## config.mk

```make
export PLATFORM = sky130hd
export DESIGN_NAME = bcd_down_timer
export DESIGN_NICKNAME = d
export VERILOG_FILES = /design/src/rtl/bcd_down_timer.sv
export SDC_FILE = /design/constraint.sdc
export NUM_CORES = 1
export LEC_CHECK = 0
export BUFFER_PORTS_ARGS = -buffer_cell sky130_fd_sc_hd__buf_2
export CAP_MARGIN = 25
export CORE_ASPECT_RATIO = 0.5
export CORE_MARGIN = 2
export CORE_UTILIZATION = 40
export DETAILED_ROUTE_END_ITERATION = 8
export GPL_TIMING_DRIVEN = 0
export HOLD_SLACK_MARGIN = 0.15
export PLACE_DENSITY_LB_ADDON = 0.25
export SYNTH_ARGS = -nofsm -noshare
export SYNTH_HDL_FRONTEND = slang
export SYNTH_SLANG_ARGS = --single-unit
```

## constraint.sdc

```tcl
create_clock -name clock -period 4.5 [get_ports clock]
set_input_delay 0.9 -clock clock [delete_from_list [all_inputs] [get_ports clock]]
set_output_delay 0.9 -clock clock [all_outputs]
set_load 0.05 [all_outputs]
```

## src/rtl/bcd_down_timer.sv

```systemverilog
// Three-digit BCD down-counter/timer (999..000) with parallel load, start/stop
// control, terminal-count pulse and optional auto-reload of the last loaded value.
module bcd_down_timer #(
  parameter bit AUTO_RELOAD = 1'b0
) (
  input  logic       reset,
  input  logic       clock,
  input  logic       fen,
  input  logic       load,
  input  logic       start,
  input  logic       stop,
  input  logic [3:0] ld1,
  input  logic [3:0] ld10,
  input  logic [3:0] ld100,
  output logic [3:0] d1,
  output logic [3:0] d10,
  output logic [3:0] d100,
  output logic       running,
  output logic       done,
  output logic       zero
);

  localparam int unsigned DW = 4;

  typedef enum logic [1:0] {
    IDLE    = 2'd0,
    RUN     = 2'd1,
    EXPIRED = 2'd2
  } state_t;

  state_t        state;
  logic [DW-1:0] rl1, rl10, rl100;
  logic [DW-1:0] dec1, dec10, dec100;
  logic [DW-1:0] cl1, cl10, cl100;
  logic          dec_zero;
  logic          rl_zero;

  // Out-of-range load digits saturate at 9 so the digits stay valid BCD.
  function automatic logic [DW-1:0] clamp9(input logic [DW-1:0] v);
    return (v > DW'(9)) ? DW'(9) : v;
  endfunction

  assign cl1   = clamp9(ld1);
  assign cl10  = clamp9(ld10);
  assign cl100 = clamp9(ld100);

  assign zero    = (d1 == '0) && (d10 == '0) && (d100 == '0);
  assign rl_zero = (rl1 == '0) && (rl10 == '0) && (rl100 == '0);

  // Borrow chain: each digit wraps 0 -> 9 only when all lower digits are 0.
  always_comb begin
    dec1   = (d1 == '0) ? DW'(9) : d1 - DW'(1);
    dec10  = d10;
    dec100 = d100;
    if (d1 == '0) begin
      dec10 = (d10 == '0) ? DW'(9) : d10 - DW'(1);
      if (d10 == '0) begin
        dec100 = (d100 == '0) ? DW'(9) : d100 - DW'(1);
      end
    end
    dec_zero = (dec1 == '0) && (dec10 == '0) && (dec100 == '0);
  end

  always_ff @(posedge clock or negedge reset) begin
    if (!reset) begin
      state   <= IDLE;
      d1      <= '0;
      d10     <= '0;
      d100    <= '0;
      rl1     <= '0;
      rl10    <= '0;
      rl100   <= '0;
      running <= 1'b0;
      done    <= 1'b0;
    end else begin
      done <= 1'b0;
      if (load) begin
        d1      <= cl1;
        d10     <= cl10;
        d100    <= cl100;
        rl1     <= cl1;
        rl10    <= cl10;
        rl100   <= cl100;
        state   <= IDLE;
        running <= 1'b0;
      end else begin
        case (state)
          IDLE: begin
            if (start && !zero) begin
              state   <= RUN;
              running <= 1'b1;
            end
          end
          RUN: begin
            if (stop) begin
              state   <= IDLE;
              running <= 1'b0;
            end else if (fen) begin
              if (zero) begin
                // Only reachable with auto-reload: restart from the loaded value.
                if (rl_zero) begin
                  state   <= IDLE;
                  running <= 1'b0;
                end else begin
                  d1   <= rl1;
                  d10  <= rl10;
                  d100 <= rl100;
                end
              end else begin
                d1   <= dec1;
                d10  <= dec10;
                d100 <= dec100;
                if (dec_zero) begin
                  done <= 1'b1;
                  if (!AUTO_RELOAD) begin
                    state   <= EXPIRED;
                    running <= 1'b0;
                  end
                end
              end
            end
          end
          EXPIRED: begin
          end
          default: begin
            state   <= IDLE;
            running <= 1'b0;
          end
        endcase
      end
    end
  end

endmodule

```

# Word level (Yosys, flattened, before mapping)
# Index checks and enable logic that the tools add are counted.
[classes]
addsub = 3
magnitude_cmp = 3
eq_ne = 9
n_mux = 49
n_reduce_logical = 22
[ops]
columns = ["op", "count"]
rows = [
  ["4-bit two-way mux", 27],
  ["4-bit zero test", 9],
  ["2-bit two-way mux", 7],
  ["1-bit two-way mux", 13],
  ["4-bit > comparator, second input constant", 3],
  ["4-bit by 1-bit subtractor with 4-bit output, second input constant", 3],
  ["5-bit != test, second input constant", 2],
  ["1-bit logical AND", 7],
  ["3-bit != test, second input constant", 2],
  ["2-bit one-hot mux with 3 select lines", 1],
  ["5-bit AND reduction", 1],
  ["2-bit != test, second input constant", 2],
  ["4-bit != test, second input constant", 1],
  ["4-bit AND reduction", 1],
  ["2-bit nonzero test", 2],
  ["1-bit one-hot mux with 3 select lines", 1],
  ["2-bit by 1-bit == test with 1-bit output, second input constant", 1],
  ["2-bit == test, second input constant", 1],
  ["2-bit zero test", 1],
  ["1-bit zero test", 1],
]
[totals]
ff_bits = 28
output_inout_bits = 15

# Logic depth before layout (Yosys ltp)
# Gate-level depths: netlist (run 1).
[logic_depth]
word_depth = 12
mapped_depth = 7
ltp_nobuf = 6

# Least setup slack after synthesis (run 1)
# OpenSTA, ideal clock, no wires.
[synth_path]
path_type = "register to output"
startpoint = "register d1[1]"
endpoint = "output zero"
t_arrival_ns = 1.988
setup_slack_ns = 1.612
stages_incl_launch_ff = 5
n_path_buf = 1
path_cell_list = "dfrtp_1 or4_4 or4_1 buf_6 clkinv_4"
[synth_between]
elab_chain_cells = 3
[synth_rtl]
columns = ["element", "line", "text"]
rows = [
  ["start, declared", "15", "output logic [3:0] d1,"],
  ["start signal, assigned", "78", "d1 <= cl1;"],
  ["start signal, assigned", "105", "d1 <= rl1;"],
  ["4-bit zero test", "47", "assign zero = (d1 == '0) && (d10 == '0) && (d100 == '0);"],
  ["1-bit logical AND (2 in a row)", "47", ""],
  ["end, declared", "20", "output logic zero"],
]
# No other way between the ends.

# Final worst setup path (run 1)
# Same ends and word-level chain as after synthesis.

==> reports/qor.txt, run 1 <==
=====================================================================================
Antenna Diode Count ....................................................            0
Reported max-cap violation count .......................................            0
Total of endpoints with negative setup slack in the final report .......            0
Yosys warnings .........................................................            0
Synthesized-area fraction occupied by xor and xnor cells ...............       0.592%
Antenna violations before repair .......................................            0
Max Fanout on Critical Path ............................................            8
Clock tree from TritonCTS ..............................................        built
Overall overflow remaining after global route ..........................            0
Violation count after the first detailed-routing iteration .............          123
Maximum vdd ir drop ....................................................    0.0979 mV
Areal power density over the cells .....................................  322 nW/um^2
Hold/Removal Path Class ................................................ register to register
Final count of pins violating max slew .................................            0
Dominant cell type by area after synthesis ............................. sky130_fd_sc_hd__dfrtp_1
# resized after CTS ....................................................            0
Placer's final routability congestion estimate .........................        0.880
Number of clock sinks ..................................................           27
Area Overhead vs Synth .................................................        17.9%
Number of cell instances on the worst register-to-register path ........            7
Area share of the largest cell type after synthesis ....................        45.6%
Floorplan die area .....................................................    4230 um^2
Critical Path Sink Type ................................................   output pin
Clock-pin slew of the registers on the worst-case setup and hold paths .      0.09 ns
First-pass iteration count of the detailed router ......................            5
R2r startpoint ......................................................... d1[1]$_DFFE_PN0P_
Setup clock skew after layout ..........................................   0.00655 ns
DPL Wire Length ........................................................      2970 um
Startpoint class of the critical path ..................................     register
FP Rows ................................................................           15
Data arrival time at the worst-slack endpoint ..........................      2.37 ns
Final WL ...............................................................      3950 um
Antenna violation net count after detailed routing .....................            0
Post-synthesis cell count ..............................................          163
First-pass GRT wire length .............................................      6590 um
Most used DFF post-synth ............................................... sky130_fd_sc_hd__dfrtp_1
EDFF count, synth ......................................................            0
Hold_ws ................................................................     0.511 ns
Worst reg2reg endpoint ................................................. d10[1]$_DFFE_PN0P_
Share of synthesized area occupied by flip-flops and latches ...........        45.6%
Pin count of the biggest net entering global routing ...................           28
Critical path start-end classification ................................. register to output pin
Number of buffers between clock root and the deepest sink ..............            2
RSZ-0062 raised after global routing ...................................        false
Dominant combinational cell family by area after synthesis ............. compound AO/OA/AOI/OAI gates
Post-CTS setup buffer count ............................................            0
Worst hold start ....................................................... state[1]$_DFFE_PN0P_
Source-to-sink clock delay at the later pin of the worst-skew pair .....      0.27 ns
Post-Place Setup Slack .................................................      1.55 ns
Number of unique standard cell types used by synthesis .................           46
Async set-or-reset flop fraction in the synthesized netlist ............         100%
Most common cell in the netlist ........................................ sky130_fd_sc_hd__dfrtp_1
Syn Nets ...............................................................          181
Starting Density .......................................................        42.4%
Via count of the first global-routing pass .............................         1279
Tot GR Track Use .......................................................        20.2%
Utilization after layout ...............................................        50.0%
Number of hold violations in the final report ..........................            0
Final TNS setup ........................................................         0 ns
Root buffer cell ....................................................... sky130_fd_sc_hd__clkbuf_8
Flop and latch count out of synthesis ..................................           27
Adder and majority gate portion of the synthesized area ................           0%
Vertical extent of the die .............................................      47.0 um
Period minus WS final ..................................................      3.27 ns
Post-Synth Simple-Gate Area ............................................        22.2%
Avg Cell Area, Syn .....................................................    9.08 um^2
H-tree levels ..........................................................            1
Total of buffers placed on input and output ports ......................           31
Width of the die .......................................................      90.0 um
Cts-stage hold buffer count ............................................            0
Area fraction in compound gates after synthesis ........................        24.5%
Routed length per instance .............................................      15.9 um
Worst-case register-to-register setup slack ............................      2.08 ns
Number of buffers created by CTS .......................................            3
I/O pin count ..........................................................           33
Hold path cells ........................................................            1
Core footprint .........................................................    3490 um^2
Status .................................................................    completed
Leakage power ..........................................................     0.756 nW
Setup ws final .........................................................      1.23 ns
Required time of the critical path .....................................      3.60 ns
Slew at the pin with the worst max-slew slack ..........................     0.687 ns
Ratio of cells with drive above 1 in the final layout ..................        24.7%
Proportion of synthesized area in mux cells ............................       0.676%
Endpoint of the worst hold-timing path ................................. state[1]$_DFFE_PN0P_
Top area cells in the synthesized netlist .............................. sky130_fd_sc_hd__dfrtp_1 (46%), sky130_fd_sc_hd__o21ai_0 (5.4%), sky130_fd_sc_hd__o311ai_0 (4.1%), sky130_fd_sc_hd__nand2_1 (3.8%), sky130_fd_sc_hd__nor2_1 (3.3%)
Summed instance area of the synthesized netlist ........................    1480 um^2
Final period utilization ...............................................        72.6%
Worst slew slack as a fraction of its limit ............................        53.8%
Via count of the routed design .........................................         1406
Layout Nets ............................................................          217
Post-synth top cells ................................................... sky130_fd_sc_hd__dfrtp_1 (27), sky130_fd_sc_hd__o21ai_0 (16), sky130_fd_sc_hd__nand2_1 (15)
Remaining DRCs .........................................................            0
Vias per inst ..........................................................         5.65
Maximum operating frequency ............................................      306 MHz
=====================================================================================
-- kinds of logic after synthesis --
family,after synthesis
flip-flops,27
multiplexers,1
buffers and inverters,19
AND/OR/NAND/NOR,62
XOR/XNOR,1
AO/OA/AOI/OAI,53
-- metrics by stage --
step | cells | total power [W] | area (um^2)
3_3_place_gp | 245 | 0.000425 | 1700
3_5_place_dp | 245 | 0.000428 | 1700
2_1_floorplan | 163 | 0.000382 | 1480
4_1_cts | 249 | 0.000567 | 1750
5_1_grt | 249 | 0.000591 | 1750
6_report | 249 | 0.000561 | 1750
-- critical path, stage by stage (launching register included) --
cell and delay, ns:
sky130_fd_sc_hd__dfrtp_1 0.48, sky130_fd_sc_hd__or4_4 0.59, sky130_fd_sc_hd__or4_1 0.54, sky130_fd_sc_hd__buf_6 0.16, sky130_fd_sc_hd__clkinv_4 0.06, sky130_fd_sc_hd__buf_2 0.25
-- where the power goes --
group	leakage, nW	switching (W)	internal (W)	total (W)
sequential	0.334	0.0000271	0.000263	0.000290
clock	0.0255	0.0000740	0.0000620	0.000136
combinational	0.396	0.0000927	0.0000425	0.000135
total	0.756	0.000194	0.000367	0.000561
-- layer usage --
layer	vias to the layer above	track usage (%)	routed length [um]
met4	0	3.69	20
met5	-	0	0
met2	63	32.0	1630
met1	664	29.7	1970
li1	677	-	-
met3	2	4.01	329
-- sequential cells by signal, summed over array words and instances, names as in the netlist --
signal / flops
rl100: 4
d100: 4
d1: 4
state: 2
done: 1
rl10: 4
d10: 4
rl1: 4
-- cell type report --
type	count	area [um^2]
flip-flops and latches	27	676
clock inverters	1	5.00
clock buffers	3	41.3
well taps	51	63.8
multi-input cells	117	711
fillers	358	1750
repair buffers	31	155
inverters	13	53.8
plain buffers	6	40.0
-- worst max path at each step --
stage                            startpoint    to  slack (ns)  cells past startpoint
after global routing      d1[1]$_DFFE_PN0P_  zero        1.16                      5
after detailed placement  d1[1]$_DFFE_PN0P_  zero        1.55                      5
after global placement    d1[1]$_DFFE_PN0P_  zero        1.56                      5
after floorplan           d1[1]$_DFFE_PN0P_  zero        1.61                      4
final                     d1[1]$_DFFE_PN0P_  zero        1.23                      5
after CTS                 d1[1]$_DFFE_PN0P_  zero        1.23                      5
-- cell usage in the layout, fill, tap and decap left out, drive strengths merged, types with 2 or more instances in the layout --
cell,n
o21ai,18
nor4,5
a31oi,2
dfrtp,27
buf,36
inv,11
o21a,3
or4,4
nor2,13
or2,2
clkbuf,4
a21o,2
nor3,4
nand3,7
nand2,15
and2,2
a32oi,2
o211ai,6
or3,3
o311ai,7
nand3b,3
clkinv,3
a21oi,5
No activity file was read; power rests on OpenSTA's default activity.
==> inputs of run 2 (changes only) <==
==> constraint.sdc (replaced) <==
create_clock -name clock -period 2.6 [get_ports clock]
set_input_delay 0.52 -clock clock [delete_from_list [all_inputs] [get_ports clock]]
set_output_delay 0.52 -clock clock [all_outputs]
set_load 0.05 [all_outputs]
==> reports/qor.txt, run 2 (synthesis results as in run 1) <==
=====================================================================================
Layout filler cell count ...............................................          353
First-pass GRT wire length .............................................      6800 um
Starting Density .......................................................        42.4%
Clock-pin slew of the registers on the worst-case setup and hold paths .      0.10 ns
Period minus WS final ..................................................      2.55 ns
Final TNS setup ........................................................         0 ns
Areal power density over the cells .....................................  547 nW/um^2
Placer's final routability congestion estimate .........................        0.880
Final cell count without fillers .......................................          255
Antenna violation net count after detailed routing .....................            0
Clock tree from TritonCTS ..............................................        built
First-pass iteration count of the detailed router ......................            4
Final period utilization ...............................................        98.1%
Worst slew slack as a fraction of its limit ............................        55.3%
Critical Path Sink Type ................................................   output pin
Most frequent standard cell in the layout excluding fill and tap cells . sky130_fd_sc_hd__buf_2
Via count of the first global-routing pass .............................         1327
Layout Nets ............................................................          223
Pin count of the biggest net entering global routing ...................           28
Antenna Diode Count ....................................................            0
Number of hold violations in the final report ..........................            0
Remaining DRCs .........................................................            0
Number of buffers between clock root and the deepest sink ..............            2
FP Rows ................................................................           15
Leading cell types in the layout, fill and taps excluded ............... sky130_fd_sc_hd__buf_2 (32), sky130_fd_sc_hd__dfrtp_1 (23), sky130_fd_sc_hd__o21ai_0 (16), sky130_fd_sc_hd__nand2_1 (15), sky130_fd_sc_hd__nor2_1 (13)
Required time of the critical path .....................................      2.08 ns
RSZ-0062 raised after global routing ...................................        false
Width of the die .......................................................      90.0 um
Floorplan die area .....................................................    4230 um^2
Total of buffers placed on input and output ports ......................           31
Startpoint class of the critical path ..................................     register
Core footprint .........................................................    3490 um^2
Slew at the pin with the worst max-slew slack ..........................     0.664 ns
Vertical extent of the die .............................................      47.0 um
Number of buffers created by CTS .......................................            3
Cts-stage hold buffer count ............................................            0
Max Fanout on Critical Path ............................................            6
Source-to-sink clock delay at the later pin of the worst-skew pair .....      0.27 ns
Data arrival time at the worst-slack endpoint ..........................      2.03 ns
Vias per inst ..........................................................         5.66
Setup clock skew after layout ..........................................   0.00998 ns
Tot GR Track Use .......................................................        20.9%
Routed length per instance .............................................      16.0 um
Root buffer cell ....................................................... sky130_fd_sc_hd__clkbuf_8
Status .................................................................    completed
H-tree levels ..........................................................            1
Leakage power ..........................................................     0.783 nW
Area Overhead vs Synth .................................................        22.2%
Antenna violations before repair .......................................            0
Ratio of cells with drive above 1 in the final layout ..................        29.9%
Critical path start-end classification ................................. register to output pin
Final count of pins violating max slew .................................            0
Overall overflow remaining after global route ..........................            0
Number of clock sinks ..................................................           27
Reported max-cap violation count .......................................            0
I/O pin count ..........................................................           33
DPL Wire Length ........................................................      2970 um
Via count of the routed design .........................................         1443
Number of placed instances with taps included ..........................          245
Hold/Removal Path Class ................................................ input port to async pin
Maximum operating frequency ............................................      392 MHz
Violation count after the first detailed-routing iteration .............           95
Total of endpoints with negative setup slack in the final report .......            0
Final WL ...............................................................      4090 um
Maximum vdd ir drop ....................................................     0.169 mV
=====================================================================================
run 2: what timing repair did:
item	in CTS	in global routing
pin swaps	2	2
gates cloned	0	0
setup endpoints to repair	1	1
buffers inserted	5	2
gates resized for setup	8	1
run 2: cell type report:
cell class,instances,area [um^2],area share [%]
clock buffers,3,41.3,2.28
inverters,13,53.8,2.97
plain buffers,5,28.8,1.59
flip-flops and latches,27,681,37.6
repair buffers,38,218,12.0
multi-input cells,117,718,39.7
well taps,51,63.8,3.53
clock inverters,1,5.00,0.277
run 2: power breakdown:
group | internal (W) | switching [W] | total (W)
combinational | 0.0000847 | 0.000170 | 0.000254
clock | 0.000107 | 0.000129 | 0.000237
sequential | 0.000456 | 0.0000421 | 0.000498
total | 0.000648 | 0.000341 | 0.000989
run 2: metrics by stage:
stage | utilization (%) | power [W] | setup WS, ns | area, um^2 | hold slack [ns]
2_1_floorplan | - | 0.000661 | 0.0877 | 1480 | 0.224
3_3_place_gp | 48.7 | 0.000736 | 0.0382 | 1700 | 0.478
3_5_place_dp | 48.7 | 0.000742 | 0.0335 | 1700 | 0.491
6_report | 51.8 | 0.000989 | 0.0484 | 1810 | 0.240
4_1_cts | 51.4 | 0.000995 | 0.00630 | 1790 | 0.264
5_1_grt | 51.8 | 0.00104 | 0.0176 | 1810 | 0.294
run 2: worst max-delay path, cell delays in order (launching register included):
cell	delay [ns]
sky130_fd_sc_hd__dfrtp_2	0.43
sky130_fd_sc_hd__or4_4	0.53
sky130_fd_sc_hd__or4_4	0.56
sky130_fd_sc_hd__clkinv_4	0.09
sky130_fd_sc_hd__buf_8	0.14
run 2: path summary, 6_finish.rpt:
kind	to	slack, ns	depth (start not counted)	from
max reg2reg	d100[3]$_DFFE_PN0P_	0.23	6	d1[1]$_DFFE_PN0P_
min reg2reg	state[1]$_DFFE_PN0P_	0.52	1	state[1]$_DFFE_PN0P_
max	zero	0.05	4	d1[1]$_DFFE_PN0P_
max in group asynchronous	d1[1]$_DFFE_PN0P_	1.94	1	reset
min	rl1[2]$_DFFE_PN0P_	0.24	1	reset
min in group clock	rl1[1]$_DFFE_PN0P_	0.49	3	ld1[1]
run 2: per-layer routing:
metal | wire (um) | share of wire [%] | global-route usage (%)
met4 | 33 | 0.81 | 4.00
met5 | 0 | 0 | 0
met3 | 321 | 7.9 | 5.78
met1 | 2030 | 50 | 29.3
met2 | 1700 | 42 | 33.7
